===== src/rtl/baud_frac_gen.sv =====
// Fractional-N baud tick generator: signed phase accumulator driving an oversample
// tick and a bit-rate tick. Define BAUD_FRAC_MID_EN to add the tick_mid bit-centre output.
module baud_frac_gen #(
  parameter int unsigned OSC        = 50000000,
  parameter int unsigned BAUD       = 115200,
  parameter int unsigned OVERSAMPLE = 16,
  parameter int unsigned WIDTH      = 32
) (
  input  logic             clk,
  input  logic             reset_l,
  input  logic             enable,
  input  logic             restart,
  input  logic             cfg_load,
  input  logic [WIDTH-2:0] cfg_inc,
  input  logic [WIDTH-2:0] cfg_mod,
  output logic             cfg_err,
  output logic             tick_os,
  output logic             tick,
`ifdef BAUD_FRAC_MID_EN
  output logic             tick_mid,
`endif
  output logic [7:0]       os_phase
);

  localparam logic [WIDTH-2:0] INC_RST = (WIDTH-1)'(BAUD * OVERSAMPLE);
  localparam logic [WIDTH-2:0] MOD_RST = (WIDTH-1)'(OSC);
  localparam logic [7:0]       OS_LAST = 8'(OVERSAMPLE - 1);

  logic [WIDTH-1:0] acc_q, acc_d;
  logic [7:0]       os_cnt_q, os_cnt_d;
  logic [WIDTH-2:0] inc_q, inc_d;
  logic [WIDTH-2:0] mod_q, mod_d;
  logic             tick_os_q, tick_os_d;
  logic             tick_q, tick_d;
  logic             cfg_err_q, cfg_err_d;
  logic [WIDTH-1:0] inc_ext, mod_ext;
  logic             cfg_ok;

  assign inc_ext = {1'b0, inc_q};
  assign mod_ext = {1'b0, mod_q};

  // A non-negative accumulator means one oversample period has elapsed.
  always_comb begin
    acc_d     = acc_q;
    os_cnt_d  = os_cnt_q;
    tick_os_d = 1'b0;
    tick_d    = 1'b0;
    if (restart) begin
      acc_d    = '0;
      os_cnt_d = '0;
    end else if (enable) begin
      if (acc_q[WIDTH-1]) begin
        acc_d = acc_q + inc_ext;
      end else begin
        acc_d     = acc_q + inc_ext - mod_ext;
        tick_os_d = 1'b1;
        if (os_cnt_q == OS_LAST) begin
          os_cnt_d = '0;
          tick_d   = 1'b1;
        end else begin
          os_cnt_d = os_cnt_q + 8'd1;
        end
      end
    end
  end

  // Runtime retune; the accumulator keeps its phase unless restart is also pulsed.
  always_comb begin
    cfg_ok    = (cfg_mod != '0) && (cfg_inc != '0) && (cfg_inc <= cfg_mod);
    inc_d     = inc_q;
    mod_d     = mod_q;
    cfg_err_d = 1'b0;
    if (cfg_load) begin
      if (cfg_ok) begin
        inc_d = cfg_inc;
        mod_d = cfg_mod;
      end else begin
        cfg_err_d = 1'b1;
      end
    end
  end

  always_ff @(posedge clk or negedge reset_l) begin
    if (!reset_l) begin
      acc_q     <= '0;
      os_cnt_q  <= '0;
      inc_q     <= INC_RST;
      mod_q     <= MOD_RST;
      tick_os_q <= 1'b0;
      tick_q    <= 1'b0;
      cfg_err_q <= 1'b0;
    end else begin
      acc_q     <= acc_d;
      os_cnt_q  <= os_cnt_d;
      inc_q     <= inc_d;
      mod_q     <= mod_d;
      tick_os_q <= tick_os_d;
      tick_q    <= tick_d;
      cfg_err_q <= cfg_err_d;
    end
  end

`ifdef BAUD_FRAC_MID_EN
  localparam logic [7:0] OS_MID = 8'(OVERSAMPLE / 2);

  logic tick_mid_q, tick_mid_d;

  // OS_MID is never 0, so a restart (os_cnt_d = 0) cannot raise it.
  always_comb begin
    tick_mid_d = tick_os_d && (os_cnt_d == OS_MID);
  end

  always_ff @(posedge clk or negedge reset_l) begin
    if (!reset_l) begin
      tick_mid_q <= 1'b0;
    end else begin
      tick_mid_q <= tick_mid_d;
    end
  end

  assign tick_mid = tick_mid_q;
`endif

  assign tick_os  = tick_os_q;
  assign tick     = tick_q;
  assign cfg_err  = cfg_err_q;
  assign os_phase = os_cnt_q;

endmodule


===== config.mk =====
export PLATFORM = sky130hd
export DESIGN_NAME = baud_frac_gen
export DESIGN_NICKNAME = d
export VERILOG_FILES = /design/src/rtl/baud_frac_gen.sv
export SDC_FILE = /design/constraint.sdc
export NUM_CORES = 1
export LEC_CHECK = 0
export CORE_MARGIN = 4
export CORE_UTILIZATION = 65
export CTS_BUF_LIST = sky130_fd_sc_hd__clkbuf_4
export CTS_CLUSTER_SIZE = 16
export DETAILED_ROUTE_END_ITERATION = 16
export PLACE_DENSITY = 0.88
export SLEW_MARGIN = 25
export SYNTH_ARGS = -nofsm -noshare
export SYNTH_HDL_FRONTEND = slang
export SYNTH_SLANG_ARGS = --single-unit
export TNS_END_PERCENT = 50

===== constraint.sdc =====
create_clock -name clk -period 12.1 [get_ports clk]
set_input_delay 1.815 -clock clk [delete_from_list [all_inputs] [get_ports clk]]
set_output_delay 1.815 -clock clk [all_outputs]
set_load 0.03 [all_outputs]

=== Yosys cells after proc, flatten, opt, wreduce, memory -nomap -nowiden ===
Cells that the tools add are included.

* Register bits: 105
* Latch bits: 0
* RAM bits: 0
* Memory bits (read-only): 0
* Input port bits: 67
* Output and inout port bits: 11
* Logic and storage cells: 36
* Memories kept: 0

* Add/subtract/negate cells: 3
* Multipliers: 0
* Div/mod/pow operators: 0
* Magnitude comparators: 1
* Equal/unequal tests: 2
* Shift operators: 0
* Multiplexer cells: 16
* Bitwise operators: 0
* Reductions and logical operators: 7

{| class="wikitable"
|+ Operator list
! cell !! count
|-
| 2-to-1 mux 32 bit || 3
|-
| nonzero test 31 bit || 2
|-
| adder 32 x 31 -> 32 bit || 1
|-
| 2-to-1 mux 8 bit || 4
|-
| subtractor 32 x 31 -> 32 bit || 1
|-
| less-or-equal comparator 31 bit || 1
|-
| 2-to-1 mux 1 bit || 9
|-
| adder 8 x 1 -> 8 bit (second input constant) || 1
|-
| equality test 8 x 4 -> 1 bit (second input constant) || 1
|-
| AND reduction 2 bit || 2
|-
| logical AND 1 bit || 2
|-
| != test 2 bit (second input constant) || 1
|-
| nonzero test 2 bit || 1
|}

=== Longest topological paths before layout ===
Gate-level depths: netlist of the first run.

* Depth after elaboration: 5
* Gate-level depth with buffers: 21
* Gate-level depth less buffers: 20

=== Least setup slack after synthesis of the first run ===
Ideal clock, no wire load.

* Path kind: reg2reg
* Start point: reg acc_q[0]
* End point: reg acc_q[30]
* Library setup time: 123 ps
* Arrival time: 4216 ps
* Data required time: 11977 ps
* Path slack: 7761 ps
* Cell stages (with the launch flop): 21
* Clock period less this slack: 4339 ps
* Cells stage by stage: dfrtp_1 ha_1 inv_1 fa_1 nor2b_1 o31a_2 or2_2 or3_1 a21oi_1 o21ai_0 xor2_1 ha_1 clkbuf_1 nand3_1 a2111oi_2 o31ai_1 o22a_1 a31o_1 o21ai_1 xor2_1 o221a_1

* Longest elaborated chain between the ends: 5

{| class="wikitable"
|+ Ends and longest elaborated chain
! element !! RTL line !! source
|-
| from (decl) || 29 || <nowiki>logic [WIDTH-1:0] acc_q, acc_d;</nowiki>
|-
| from (signal assigned) || 85 || <nowiki>acc_q <= '0;</nowiki>
|-
| from (signal assigned) || 93 || <nowiki>acc_q <= acc_d;</nowiki>
|-
| adder 32 x 31 -> 32 bit (*) || 53, 55 ||
|-
| subtractor 32 x 31 -> 32 bit || 55 || <nowiki>acc_d = acc_q + inc_ext - mod_ext;</nowiki>
|-
| 2-to-1 mux 32 bit (*) || 52 || <nowiki>if (acc_q[WIDTH-1]) begin</nowiki>
|-
| 2-to-1 mux 32 bit (*) || 51 || <nowiki>end else if (enable) begin</nowiki>
|-
| 2-to-1 mux 32 bit (*) || 48 || <nowiki>if (restart) begin</nowiki>
|}

Every way passes the cells marked *; elsewhere a longest branch is shown, timed or not. The select of a mux whose other input is x is not followed.
A chain may end at the register's enable or synchronous reset.

=== Worst setup path after layout of the first run ===
* Start point: reg acc_q[0]
* End point: reg acc_q[29]

The elaborated chain is that of the path after synthesis.

==> summary.txt, run 1 <==
PLACE
----------------------------------------------------------------------------------------
Count of placed standard cells including taps                                       1175
Instance area at placement                                                     9400 um^2
Gpl congestion                                                                     0.943
Total half-perimeter wirelength after legalization and detailed placement       17100 um
PortBufs                                                                              77

SYNTHESIS
----------------------------------------------------------------------------------------
Share of the synthesized area in the top cell type                                 26.2%
Number of nets in the synthesized netlist                                           1119
Ys flop type                                                                     dfrtp_1
Number of storage elements in the synthesis netlist                                  105
Most frequently used cell type in the post-synthesis netlist                        ha_1
Netlist area before placement                                                  8510 um^2
Commonest cells in the synthesized netlist                                  ha_1, dfrtp_1, inv_1
Area contributors post-synth                                                dfrtp_1, ha_1, dfstp_2, mux2i_1, a21oi_1
Unique masters post-synth                                                             71
Async S/R FF share, synth                                                           100%
Mean cell area of the mapped netlist                                           8.91 um^2
Yosys warning total                                                                    0
Library cell occupying the most area in the post-synthesis netlist               dfrtp_1
Number of enable flip-flop cells after synthesis                                       0
Register area share after synthesis                                                31.1%
Post-Synthesis Cells                                                                 956

SETUP PATH
----------------------------------------------------------------------------------------
R2R depth                                                                             19
Cell breakdown of the critical path                                         ha_1 > inv_1 > fa_1 > nor2b_1 > o31a_2 > or2_2 > or3_1 > a21oi_1 > xnor2_1 > ha_1 > a21o_1 > a21o_1 > a21oi_1 > a21boi_1 > o311ai_2 > a21boi_1 > o21ai_1 > mux2_2 > o211a_1
Critical Path Start Type                                                       flip-flop
Kind of cell adding the most delay to the critical path                     compound AO/OA/AOI/OAI gates
Critical Path Start                                                         acc_q[0]$_DFFE_PN0P_
Stage delay of the slowest cell on the critical path                             0.45 ns
Data required time at the worst endpoint                                        12.51 ns
Capture point of the critical path                                          acc_q[29]$_DFFE_PN0P_
Start-to-end type of the worst setup path                                   flip-flop to flip-flop
Launch point of the worst reg-to-reg path                                   acc_q[0]$_DFFE_PN0P_
Type of element capturing the critical path                                    flip-flop
Levels on crit path                                                                   19
Critical-path maximum fanout                                                           5
Reg-to-reg critical path endpoint                                           acc_q[29]$_DFFE_PN0P_
Cell at the slowest stage of the critical path                                  o311ai_2
Sum of buffers and inverters on the critical path                                      1
Flop-to-flop setup slack                                                         7.04 ns
Arrival @ worst endpoint                                                         5.47 ns

FINISH
----------------------------------------------------------------------------------------
Post-layout net count                                                               1177
Non-Filler Instances                                                                1192
Area overhead of the layout relative to synthesis                                  12.1%
Layout cells sized above 1                                                         5.99%
Post-route cell area                                                           9540 um^2

FLOORPLANNING
----------------------------------------------------------------------------------------
Floorplan core area                                                           12700 um^2
Count of pins on the block boundary                                                   78
Die span in x                                                                     122 um
Die ar.                                                                       15000 um^2
DIE HEIGHT                                                                        122 um
Starting density of the core                                                       66.9%
Cell Rows                                                                             41

STA
----------------------------------------------------------------------------------------
Setup repair after global routing missed its margin                                   no
Worst Max-Slew Pin Slew                                                         0.981 ns
Period minus WS final                                                            5.06 ns
Worst Clk Skew                                                                 0.0321 ns
Max Fclk                                                                         198 MHz
Ratio of final minimum period to clock period                                      41.8%
Final count of pins violating max slew                                                 0
Setup_tns                                                                           0 ns
Fin. Hold Viols                                                                        0
Final-report setup violation count                                                     0
Slew HR                                                                            34.6%

ROUTE
----------------------------------------------------------------------------------------
Vias after detailed routing                                                         7620
First-pass detailed-route iteration total                                              5
Drt wl/cell                                                                      18.8 um
Final antenna-violating net count                                                      0
Violation count after the first detailed-route iteration                             696
Total Wirelength                                                                22400 um
Drt via density                                                                     6.39
Remaining DRCs                                                                         0

CLOCK NETWORK
----------------------------------------------------------------------------------------
Number of clock sinks                                                                105
Root Buffer Master                                                              clkbuf_4
Number of buffers inserted by hold repair at cts                                       0
Number of cells upsized or downsized after cts                                         0
Clock insertion delay at the later pin of the skew report                        0.51 ns
Count of H-tree levels built during CTS                                                3
Buffers from clock root to sink, at most                                               2
Clock slew seen by the registers of the worst setup and hold paths               0.17 ns
CTS tree                                                                            done
Total clock buffers created by CTS                                                     9
Number of setup buffers added after CTS                                                0

OUTCOME
----------------------------------------------------------------------------------------
Run status                                                                  finished clean

POWER
----------------------------------------------------------------------------------------
Standby leakage power                                                            4.63 nW
Power share of the sequential group                                                18.0%
Internal                                                                         1.41 mW
Comb power frac                                                                    75.2%
Power density cells                                                          296 nW/um^2
Net switching component of the power                                             1.42 mW
Power share of the clock group                                                      6.9%
Switching share of power                                                           50.1%
Maximum ir drop on the vdd rail                                                   132 uV
Final Total Pwr                                                                  2.83 mW

GRT
----------------------------------------------------------------------------------------
First-pass GRT wire length                                                      36700 um
Via count of the first global-routing pass                                          7382
GRT Util Overall                                                                   30.9%
Aggregate global routing overflow                                                      0
Largest net degree at the start of global routing                                     64
Antenna violations before repair                                                       1

RUN
----------------------------------------------------------------------------------------
MaxCap Viol Count                                                                      0

MIN PATH
----------------------------------------------------------------------------------------
Min-delay worst type                                                        flip-flop to flip-flop
Worst Hold Path Cells                                                                  1

==> cell usage in the layout, fill, tap and decap left out, drive strengths merged, types with 37 or more instances in the layout <==
cell            n
nor2           68
mux2i          37
inv            82
o21ai          45
nand2          70
a21oi          74
dfrtp          89
a21o           38
ha             94
clkdlybuf4s50  75
==> stage by stage <==
step	util, %	worst slack [ns]	hold WS, ns
after floorplan	-	7.76	0.465
after global placement	73.8	7.01	0.485
after detailed placement	73.8	6.93	0.499
after CTS	75.0	7.12	0.533
after global routing	75.0	6.85	0.550
final	75.0	7.04	0.533
==> flip-flops by register name, indices dropped and copies added, names as in the netlist <==
name	cells
cfg_err	1
inc_q	31
tick_os	1
tick	1
acc_q	32
mod_q	31
os_phase	8
==> cell type report <==
| cell class | count | area [um^2] |
|---|---|---|
| Clock buffer | 11 | 82.6 |
| Antenna cell | 1 | 2.50 |
| Multi-Input combinational cell | 735 | 5430 |
| Fill cell | 931 | 3180 |
| Tap cell | 172 | 215 |
| Timing Repair Buffer | 82 | 801 |
| Clock inverter | 5 | 62.6 |
| Inverter | 81 | 304 |
| Sequential cell | 105 | 2650 |
==> worst min path at each step <==
stage                           from                     to  slack, ns
5_1_grt         mod_q[7]$_DFFE_PN1P_   mod_q[7]$_DFFE_PN1P_       0.55
3_5_place_dp    inc_q[7]$_DFFE_PN0P_   inc_q[7]$_DFFE_PN0P_       0.50
4_1_cts         inc_q[7]$_DFFE_PN0P_   inc_q[7]$_DFFE_PN0P_       0.53
3_3_place_gp   inc_q[21]$_DFFE_PN0P_  inc_q[21]$_DFFE_PN0P_       0.49
2_1_floorplan  mod_q[12]$_DFFE_PN1P_  mod_q[12]$_DFFE_PN1P_       0.47
6_report        inc_q[7]$_DFFE_PN0P_   inc_q[7]$_DFFE_PN0P_       0.53
==> power groups by stage <==
stage	logic (mW)	registers, mW	clock network (mW)
after floorplan	1.64	0.492	0
after global placement	2.01	0.508	0
after detailed placement	2.06	0.511	0
after CTS	2.08	0.506	0.198
after global routing	2.34	0.515	0.212
final	2.12	0.508	0.194
==> per-layer routing <==
layer	vias up	wire length (um)	GRT usage [%]
met1	3628	9990	43.4
met2	357	10100	48.0
met5	-	0	0
met4	0	465	9.94
met3	43	1860	6.45
li1	3592	-	-
==> logic make-up (layout without fill, tap and decap cells) <==
logic type               Yosys count  in the layout  synth area share [%]
multiplexers                      70             70                  8.71
XOR/XNOR                          51             51                  5.25
buffers and inverters            116            179                  5.25
flip-flops                       105            105                  31.1
AND/OR/NAND/NOR                  258            258                  14.8
adder cells (fa/ha/maj)           96             96                  14.3
other                              0              1                     0
AO/OA/AOI/OAI                    260            260                  20.6
Power figures use the tool's default switching activity.
==> inputs of run 2 (changes only) <==
--- a/config.mk
+++ b/config.mk
@@ -6,11 +6,11 @@
 export NUM_CORES = 1
 export LEC_CHECK = 0
 export CORE_MARGIN = 4
-export CORE_UTILIZATION = 65
+export CORE_UTILIZATION = 61
 export CTS_BUF_LIST = sky130_fd_sc_hd__clkbuf_4
 export CTS_CLUSTER_SIZE = 16
 export DETAILED_ROUTE_END_ITERATION = 16
-export PLACE_DENSITY = 0.88
+export PLACE_DENSITY = 0.83
 export SLEW_MARGIN = 25
 export SYNTH_ARGS = -nofsm -noshare
 export SYNTH_HDL_FRONTEND = slang
==> constraint.sdc (replaced) <==
create_clock -name clk -period 5.15 [get_ports clk]
set_input_delay 0.7725 -clock clk [delete_from_list [all_inputs] [get_ports clk]]
set_output_delay 0.7725 -clock clk [all_outputs]
set_load 0.03 [all_outputs]
==> run 2 against run 1 <==
- sequential power is 140% higher
- largest cell class unchanged
- register-to-register slack worse by 6.7 ns
- maximum frequency is 5.7% higher
- highest routed layer unchanged
- setup slack worse by 6.7 ns
- final area hardly changed
- critical endpoint is now acc_q[30]$_DFFE_PN0P_
==> summary.txt, run 2 (same netlist as run 1, synthesis figures left out) <==
FLOORPLANNING
----------------------------------------------------------------------------------------
Count of pins on the block boundary                                                   78
Starting density of the core                                                       63.3%
Die ar.                                                                       15900 um^2
Cell Rows                                                                             42
DIE HEIGHT                                                                        126 um
Die span in x                                                                     126 um
Floorplan core area                                                           13500 um^2

FINISH
----------------------------------------------------------------------------------------
Final antenna diode count                                                              0
Max reg flops                                                                         32
Post-layout utilization of the core                                                70.9%
Register containing the most flip-flops in the final layout                        acc_q
Layout cells sized above 1                                                         6.27%
Area of combinational cells with multiple inputs                               5430 um^2
Post-layout net count                                                               1178
Non-Filler Instances                                                                1196
Top flop regs                                                               acc_q: 32 flops, inc_q: 31 flops, mod_q: 31 flops
FF+latch area                                                                  2650 um^2
Count of filler cells inserted in the layout                                        1083
Commonest cells after routing, fill and taps aside                          ha_1, dfrtp_1, inv_1
Area overhead of the layout relative to synthesis                                  12.1%
Post-route cell area                                                           9540 um^2
Most common cell after layout, fill and taps aside                                  ha_1

STA
----------------------------------------------------------------------------------------
Ratio of final minimum period to clock period                                      93.0%
Worst Max-Slew Pin Slew                                                         0.985 ns
Final count of pins violating max slew                                                 0
Period minus WS final                                                            4.79 ns
Setup_tns                                                                           0 ns
Fin. Hold Viols                                                                        0
Max Fclk                                                                         209 MHz
Worst Clk Skew                                                                 0.0287 ns
Setup slack after layout                                                        0.363 ns
Final-report setup violation count                                                     0
Setup repair after global routing missed its margin                                   no
Slew HR                                                                            34.3%

RUN
----------------------------------------------------------------------------------------
MaxCap Viol Count                                                                      0

CLOCK NETWORK
----------------------------------------------------------------------------------------
Number of clock sinks                                                                105
CTS tree                                                                            done
Count of H-tree levels built during CTS                                                3
Clock insertion delay at the later pin of the skew report                        0.50 ns
Buffers from clock root to sink, at most                                               2
Total clock buffers created by CTS                                                     9
Root Buffer Master                                                              clkbuf_4
Clock slew seen by the registers of the worst setup and hold paths               0.18 ns

ROUTE
----------------------------------------------------------------------------------------
First-pass detailed-route iteration total                                              6
Drt via density                                                                     6.30
Violation count after the first detailed-route iteration                             810
Remaining DRCs                                                                         0
Vias after detailed routing                                                         7540
Total Wirelength                                                                22500 um
Final antenna-violating net count                                                      0
Drt wl/cell                                                                      18.8 um

GRT
----------------------------------------------------------------------------------------
M1 GR Usage                                                                        41.5%
Aggregate global routing overflow                                                      0
Met3 demand-to-capacity share in global routing                                    4.66%
First-pass GRT wire length                                                      36600 um
Largest net degree at the start of global routing                                     63
Most congested layer reported by global routing                                     met2
GRT Util Overall                                                                   28.5%
Antenna violations before repair                                                       0
Via count of the first global-routing pass                                          7181
GR met2 Demand/Resource                                                            44.2%

POWER
----------------------------------------------------------------------------------------
Power density cells                                                          689 nW/um^2
Standby leakage power                                                            4.62 nW
Maximum ir drop on the vdd rail                                                   280 uV

SETUP PATH
----------------------------------------------------------------------------------------
Critical Path Start Type                                                       flip-flop
Arrival @ worst endpoint                                                         5.23 ns
Type of element capturing the critical path                                    flip-flop
Data required time at the worst endpoint                                         5.60 ns
R2R depth                                                                             19
Start-to-end type of the worst setup path                                   flip-flop to flip-flop
Critical-path maximum fanout                                                           7

PLACE
----------------------------------------------------------------------------------------
Count of placed standard cells including taps                                       1180
Total half-perimeter wirelength after legalization and detailed placement       17800 um
Worst Setup Slack post-DPL                                                      0.397 ns
PortBufs                                                                              77
Instance area at placement                                                     9410 um^2
Gpl congestion                                                                     0.972

MIN PATH
----------------------------------------------------------------------------------------
Min-delay worst type                                                        input pin to async pin

OUTCOME
----------------------------------------------------------------------------------------
Run status                                                                  finished clean

## run 2: critical path: stages, from the launching register on
cell	delay [ns]
dfrtp_1	0.42
ha_1	0.21
inv_1	0.07
fa_1	0.20
nor2b_1	0.07
o31a_2	0.32
or2_2	0.30
or3_1	0.31
a21oi_1	0.28
o21ai_0	0.17
xor2_1	0.19
ha_1	0.43
nand3_1	0.13
a2111oi_2	0.39
o31ai_2	0.18
o22a_1	0.26
a31o_1	0.26
o21ai_1	0.17
xor2_1	0.18
o221a_1	0.21
## run 2: routing by layer
| metal | routed length [um] | share of wire, % |
|---|---|---|
| met4 | 461 | 2.0 |
| met1 | 10500 | 46 |
| met5 | 0 | 0 |
| met2 | 10000 | 44 |
| met3 | 1590 | 7.0 |
## run 2: report_power, final
group	switching, mW	internal (mW)
registers	0.144	1.05
logic	2.87	2.10
clock network	0.298	0.112
total	3.31	3.26
## run 2: final timing paths
kind                                         end  slack, ns                   from
hold reg to reg            inc_q[25]$_DFFE_PN0P_       0.51  inc_q[25]$_DFFE_PN0P_
max in group asynchronous  inc_q[25]$_DFFE_PN0P_       3.71                reset_l
hold / removal             mod_q[10]$_DFFE_PN0P_       0.33                reset_l
setup reg to reg           acc_q[30]$_DFFE_PN0P_       0.36   acc_q[0]$_DFFE_PN0P_
setup / recovery           acc_q[30]$_DFFE_PN0P_       0.36   acc_q[0]$_DFFE_PN0P_
min in group clk           inc_q[25]$_DFFE_PN0P_       0.51  inc_q[25]$_DFFE_PN0P_
## run 2: area by class of cell
type	count	area share (%)
Clock buffer	10	0.787
Clock inverter	6	0.564
Inverter	81	3.19
Multi-Input combinational cell	735	56.9
Sequential cell	105	27.7
Tap cell	176	2.31
Timing Repair Buffer	83	8.47
## run 2: repair_timing
| item | 4_1_cts | 5_1_grt |
|---|---|---|
| setup endpoints to repair | 0 | 3 |
| buffers inserted | 0 | 0 |
| gates resized for setup | 0 | 1 |
| hold buffers | 0 | 0 |
## run 2: metrics by stage
| step | hold slack [ns] | power (mW) |
|---|---|---|
| finish | 0.333 | 6.57 |
| global route | 0.364 | 7.18 |
| CTS | 0.337 | 6.47 |
| detailed placement | 0.488 | 6.03 |
| global placement | 0.479 | 5.96 |
| floorplan | 0.465 | 5.02 |
==> inputs of run 3 (changes only) <==
--- a/config.mk
+++ b/config.mk
@@ -6,11 +6,11 @@
 export NUM_CORES = 1
 export LEC_CHECK = 0
 export CORE_MARGIN = 4
-export CORE_UTILIZATION = 61
+export CORE_UTILIZATION = 33
 export CTS_BUF_LIST = sky130_fd_sc_hd__clkbuf_4
 export CTS_CLUSTER_SIZE = 16
 export DETAILED_ROUTE_END_ITERATION = 16
-export PLACE_DENSITY = 0.83
+export PLACE_DENSITY = 0.5
 export SLEW_MARGIN = 25
 export SYNTH_ARGS = -nofsm -noshare
 export SYNTH_HDL_FRONTEND = slang
==> run 3 against run 2 <==
- global-route usage down 11 points
- power up 2.1%
- flip-flop and latch count unchanged
- hold slack better by 0.039 ns
- routed wire length up 12%
- critical endpoint is now acc_q[21]$_DFFE_PN0P_
==> summary.txt, run 3 (same netlist as run 1, synthesis figures left out) <==
OUTCOME
----------------------------------------------------------------------------------------
Run status                                                                  finished clean

SETUP PATH
----------------------------------------------------------------------------------------
Type of element capturing the critical path                                    flip-flop
Data required time at the worst endpoint                                         5.52 ns
Flop-to-flop setup slack                                                         0.38 ns
Arrival @ worst endpoint                                                         5.14 ns
Start-to-end type of the worst setup path                                   flip-flop to flip-flop
Critical-path maximum fanout                                                           5
Cell at the slowest stage of the critical path                                   dfrtp_1
Cell breakdown of the critical path                                         ha_1 > inv_1 > fa_1 > nor2b_1 > o31a_2 > or2_2 > or3_1 > a21oi_1 > xnor2_1 > ha_1 > a21o_1 > a21o_1 > a21oi_1 > a21boi_1 > o311ai_2 > a21oi_1 > or4_1 > o2111ai_1 > a21oi_1
Most repeated library cell on the critical path                                  a21oi_1
Kind of cell adding the most delay to the critical path                     compound AO/OA/AOI/OAI gates
Sum of buffers and inverters on the critical path                                      1
Critical Path Start Type                                                       flip-flop
Stage delay of the slowest cell on the critical path                             0.43 ns

ROUTE
----------------------------------------------------------------------------------------
First-pass detailed-route iteration total                                              5
Final antenna-violating net count                                                      0
Drt wl/cell                                                                      18.6 um
Drt via density                                                                     5.35
Total Wirelength                                                                25200 um
Remaining DRCs                                                                         0
Vias after detailed routing                                                         7236
Violation count after the first detailed-route iteration                             444

STA
----------------------------------------------------------------------------------------
Slew HR                                                                            34.8%
Ratio of final minimum period to clock period                                      92.7%
Final count of pins violating max slew                                                 0
Final-report setup violation count                                                     0
Setup_tns                                                                           0 ns
Period minus WS final                                                            4.77 ns
Setup repair after global routing missed its margin                                   no
Fin. Hold Viols                                                                        0
Max Fclk                                                                         209 MHz
Worst Clk Skew                                                                 0.0259 ns
Setup slack after layout                                                        0.376 ns
Worst Max-Slew Pin Slew                                                         0.979 ns

CLOCK NETWORK
----------------------------------------------------------------------------------------
Clock slew seen by the registers of the worst setup and hold paths               0.20 ns
Clock insertion delay at the later pin of the skew report                        0.51 ns
Buffers from clock root to sink, at most                                               2
Number of setup buffers added after CTS                                                0
Total clock buffers created by CTS                                                     9
Count of H-tree levels built during CTS                                                3
CTS tree                                                                            done
Root Buffer Master                                                              clkbuf_4
Number of clock sinks                                                                105

MIN PATH
----------------------------------------------------------------------------------------
Min-delay worst type                                                        input pin to async pin

POWER
----------------------------------------------------------------------------------------
Power density cells                                                          688 nW/um^2
Standby leakage power                                                            4.64 nW
Maximum ir drop on the vdd rail                                                   214 uV

FINISH
----------------------------------------------------------------------------------------
Commonest cells after routing, fill and taps aside                          ha_1, dfrtp_1, inv_1
Most common cell after layout, fill and taps aside                                  ha_1
Register containing the most flip-flops in the final layout                        acc_q
Post-layout net count                                                               1179
Layout cells sized above 1                                                         6.46%
Top flop regs                                                               acc_q: 32 flops, inc_q: 31 flops, mod_q: 31 flops
Area overhead of the layout relative to synthesis                                  14.7%
Max reg flops                                                                         32

PLACE
----------------------------------------------------------------------------------------
PortBufs                                                                              77
Worst Setup Slack post-DPL                                                      0.377 ns
Total half-perimeter wirelength after legalization and detailed placement       19700 um
Gpl congestion                                                                     0.848

GRT
----------------------------------------------------------------------------------------
Via count of the first global-routing pass                                          6908
Antenna violations before repair                                                       1
Largest net degree at the start of global routing                                     63
GRT Util Overall                                                                   17.7%
First-pass GRT wire length                                                      39900 um
Aggregate global routing overflow                                                      0

FLOORPLANNING
----------------------------------------------------------------------------------------
Floorplan core area                                                           25300 um^2
DIE HEIGHT                                                                        169 um
Starting density of the core                                                       33.7%
Die ar.                                                                       28400 um^2
Count of pins on the block boundary                                                   78
Die span in x                                                                     169 um
Cell Rows                                                                             58

RUN
----------------------------------------------------------------------------------------
MaxCap Viol Count                                                                      0

run 3: cell types whose count changed in the layout (fill, tap and decap cells not counted):
cell             before  now
clkbuf_4             10    9
inv_6                 1    3
buf_4                 7    8
buf_2                 1    2
clkinv_4              3    1
diode_2               0    1
bufinv_16             0    1
clkdlybuf4s50_1      75   74
run 3: cell type report:
cell class / count / area (um^2)
inverters: 81 / 304
repair buffers: 84 / 811
clock inverters: 7 / 83.8
diodes: 1 / 2.50
well taps: 330 / 413
flip-flops and latches: 105 / 2650
multi-input cells: 735 / 5430
clock buffers: 9 / 67.6
fillers: 2629 / 15500
run 3: power by group:
part	total, mW	leakage [nW]	internal, mW	switching, mW
clock	0.490	0.0795	0.157	0.332
sequential	1.19	1.27	1.05	0.136
combinational	5.03	3.28	2.12	2.92
total	6.71	4.64	3.32	3.39
run 3: repair_timing:
| item | 4_1_cts | 5_1_grt |
|---|---|---|
| gates resized for setup | 0 | 1 |
| hold endpoints to repair | 0 | 0 |
| hold buffers | 0 | 0 |
| setup endpoints to repair | 0 | 2 |
run 3: worst paths after layout:
kind	startpoint	endpoint	depth (start not counted)
min in group clk	mod_q[0]$_DFFE_PN0P_	mod_q[0]$_DFFE_PN0P_	1
max in group asynchronous	reset_l	inc_q[18]$_DFFE_PN1P_	2
worst min-delay path	reset_l	acc_q[6]$_DFFE_PN0P_	1
worst max-delay path	acc_q[0]$_DFFE_PN0P_	acc_q[21]$_DFFE_PN0P_	19
worst max register to register	acc_q[0]$_DFFE_PN0P_	acc_q[21]$_DFFE_PN0P_	19
worst min register to register	mod_q[0]$_DFFE_PN0P_	mod_q[0]$_DFFE_PN0P_	1
run 3: per-stage QoR:
step | util (%) | instance area, um^2 | total power, mW | std cells | hold WS [ns]
3_3_place_gp | 38.0 | 9600 | 6.18 | 1335 | 0.483
3_5_place_dp | 38.0 | 9600 | 6.15 | 1335 | 0.490
2_1_floorplan | - | 8510 | 5.02 | 956 | 0.465
5_1_grt | 38.7 | 9760 | 7.37 | 1352 | 0.405
6_report | 38.7 | 9760 | 6.71 | 1352 | 0.373
4_1_cts | 38.6 | 9750 | 6.68 | 1351 | 0.364
run 3: routing by layer:
metal / global-route usage (%) / part of all wire (%) / up-vias
met3: 1.59 / 3.2 / 20
met2: 26.4 / 43 / 164
met5: 0 / 0 / -
met4: 4.30 / 1.4 / 0
met1: 27.6 / 52 / 3472
li1: - / - / 3580
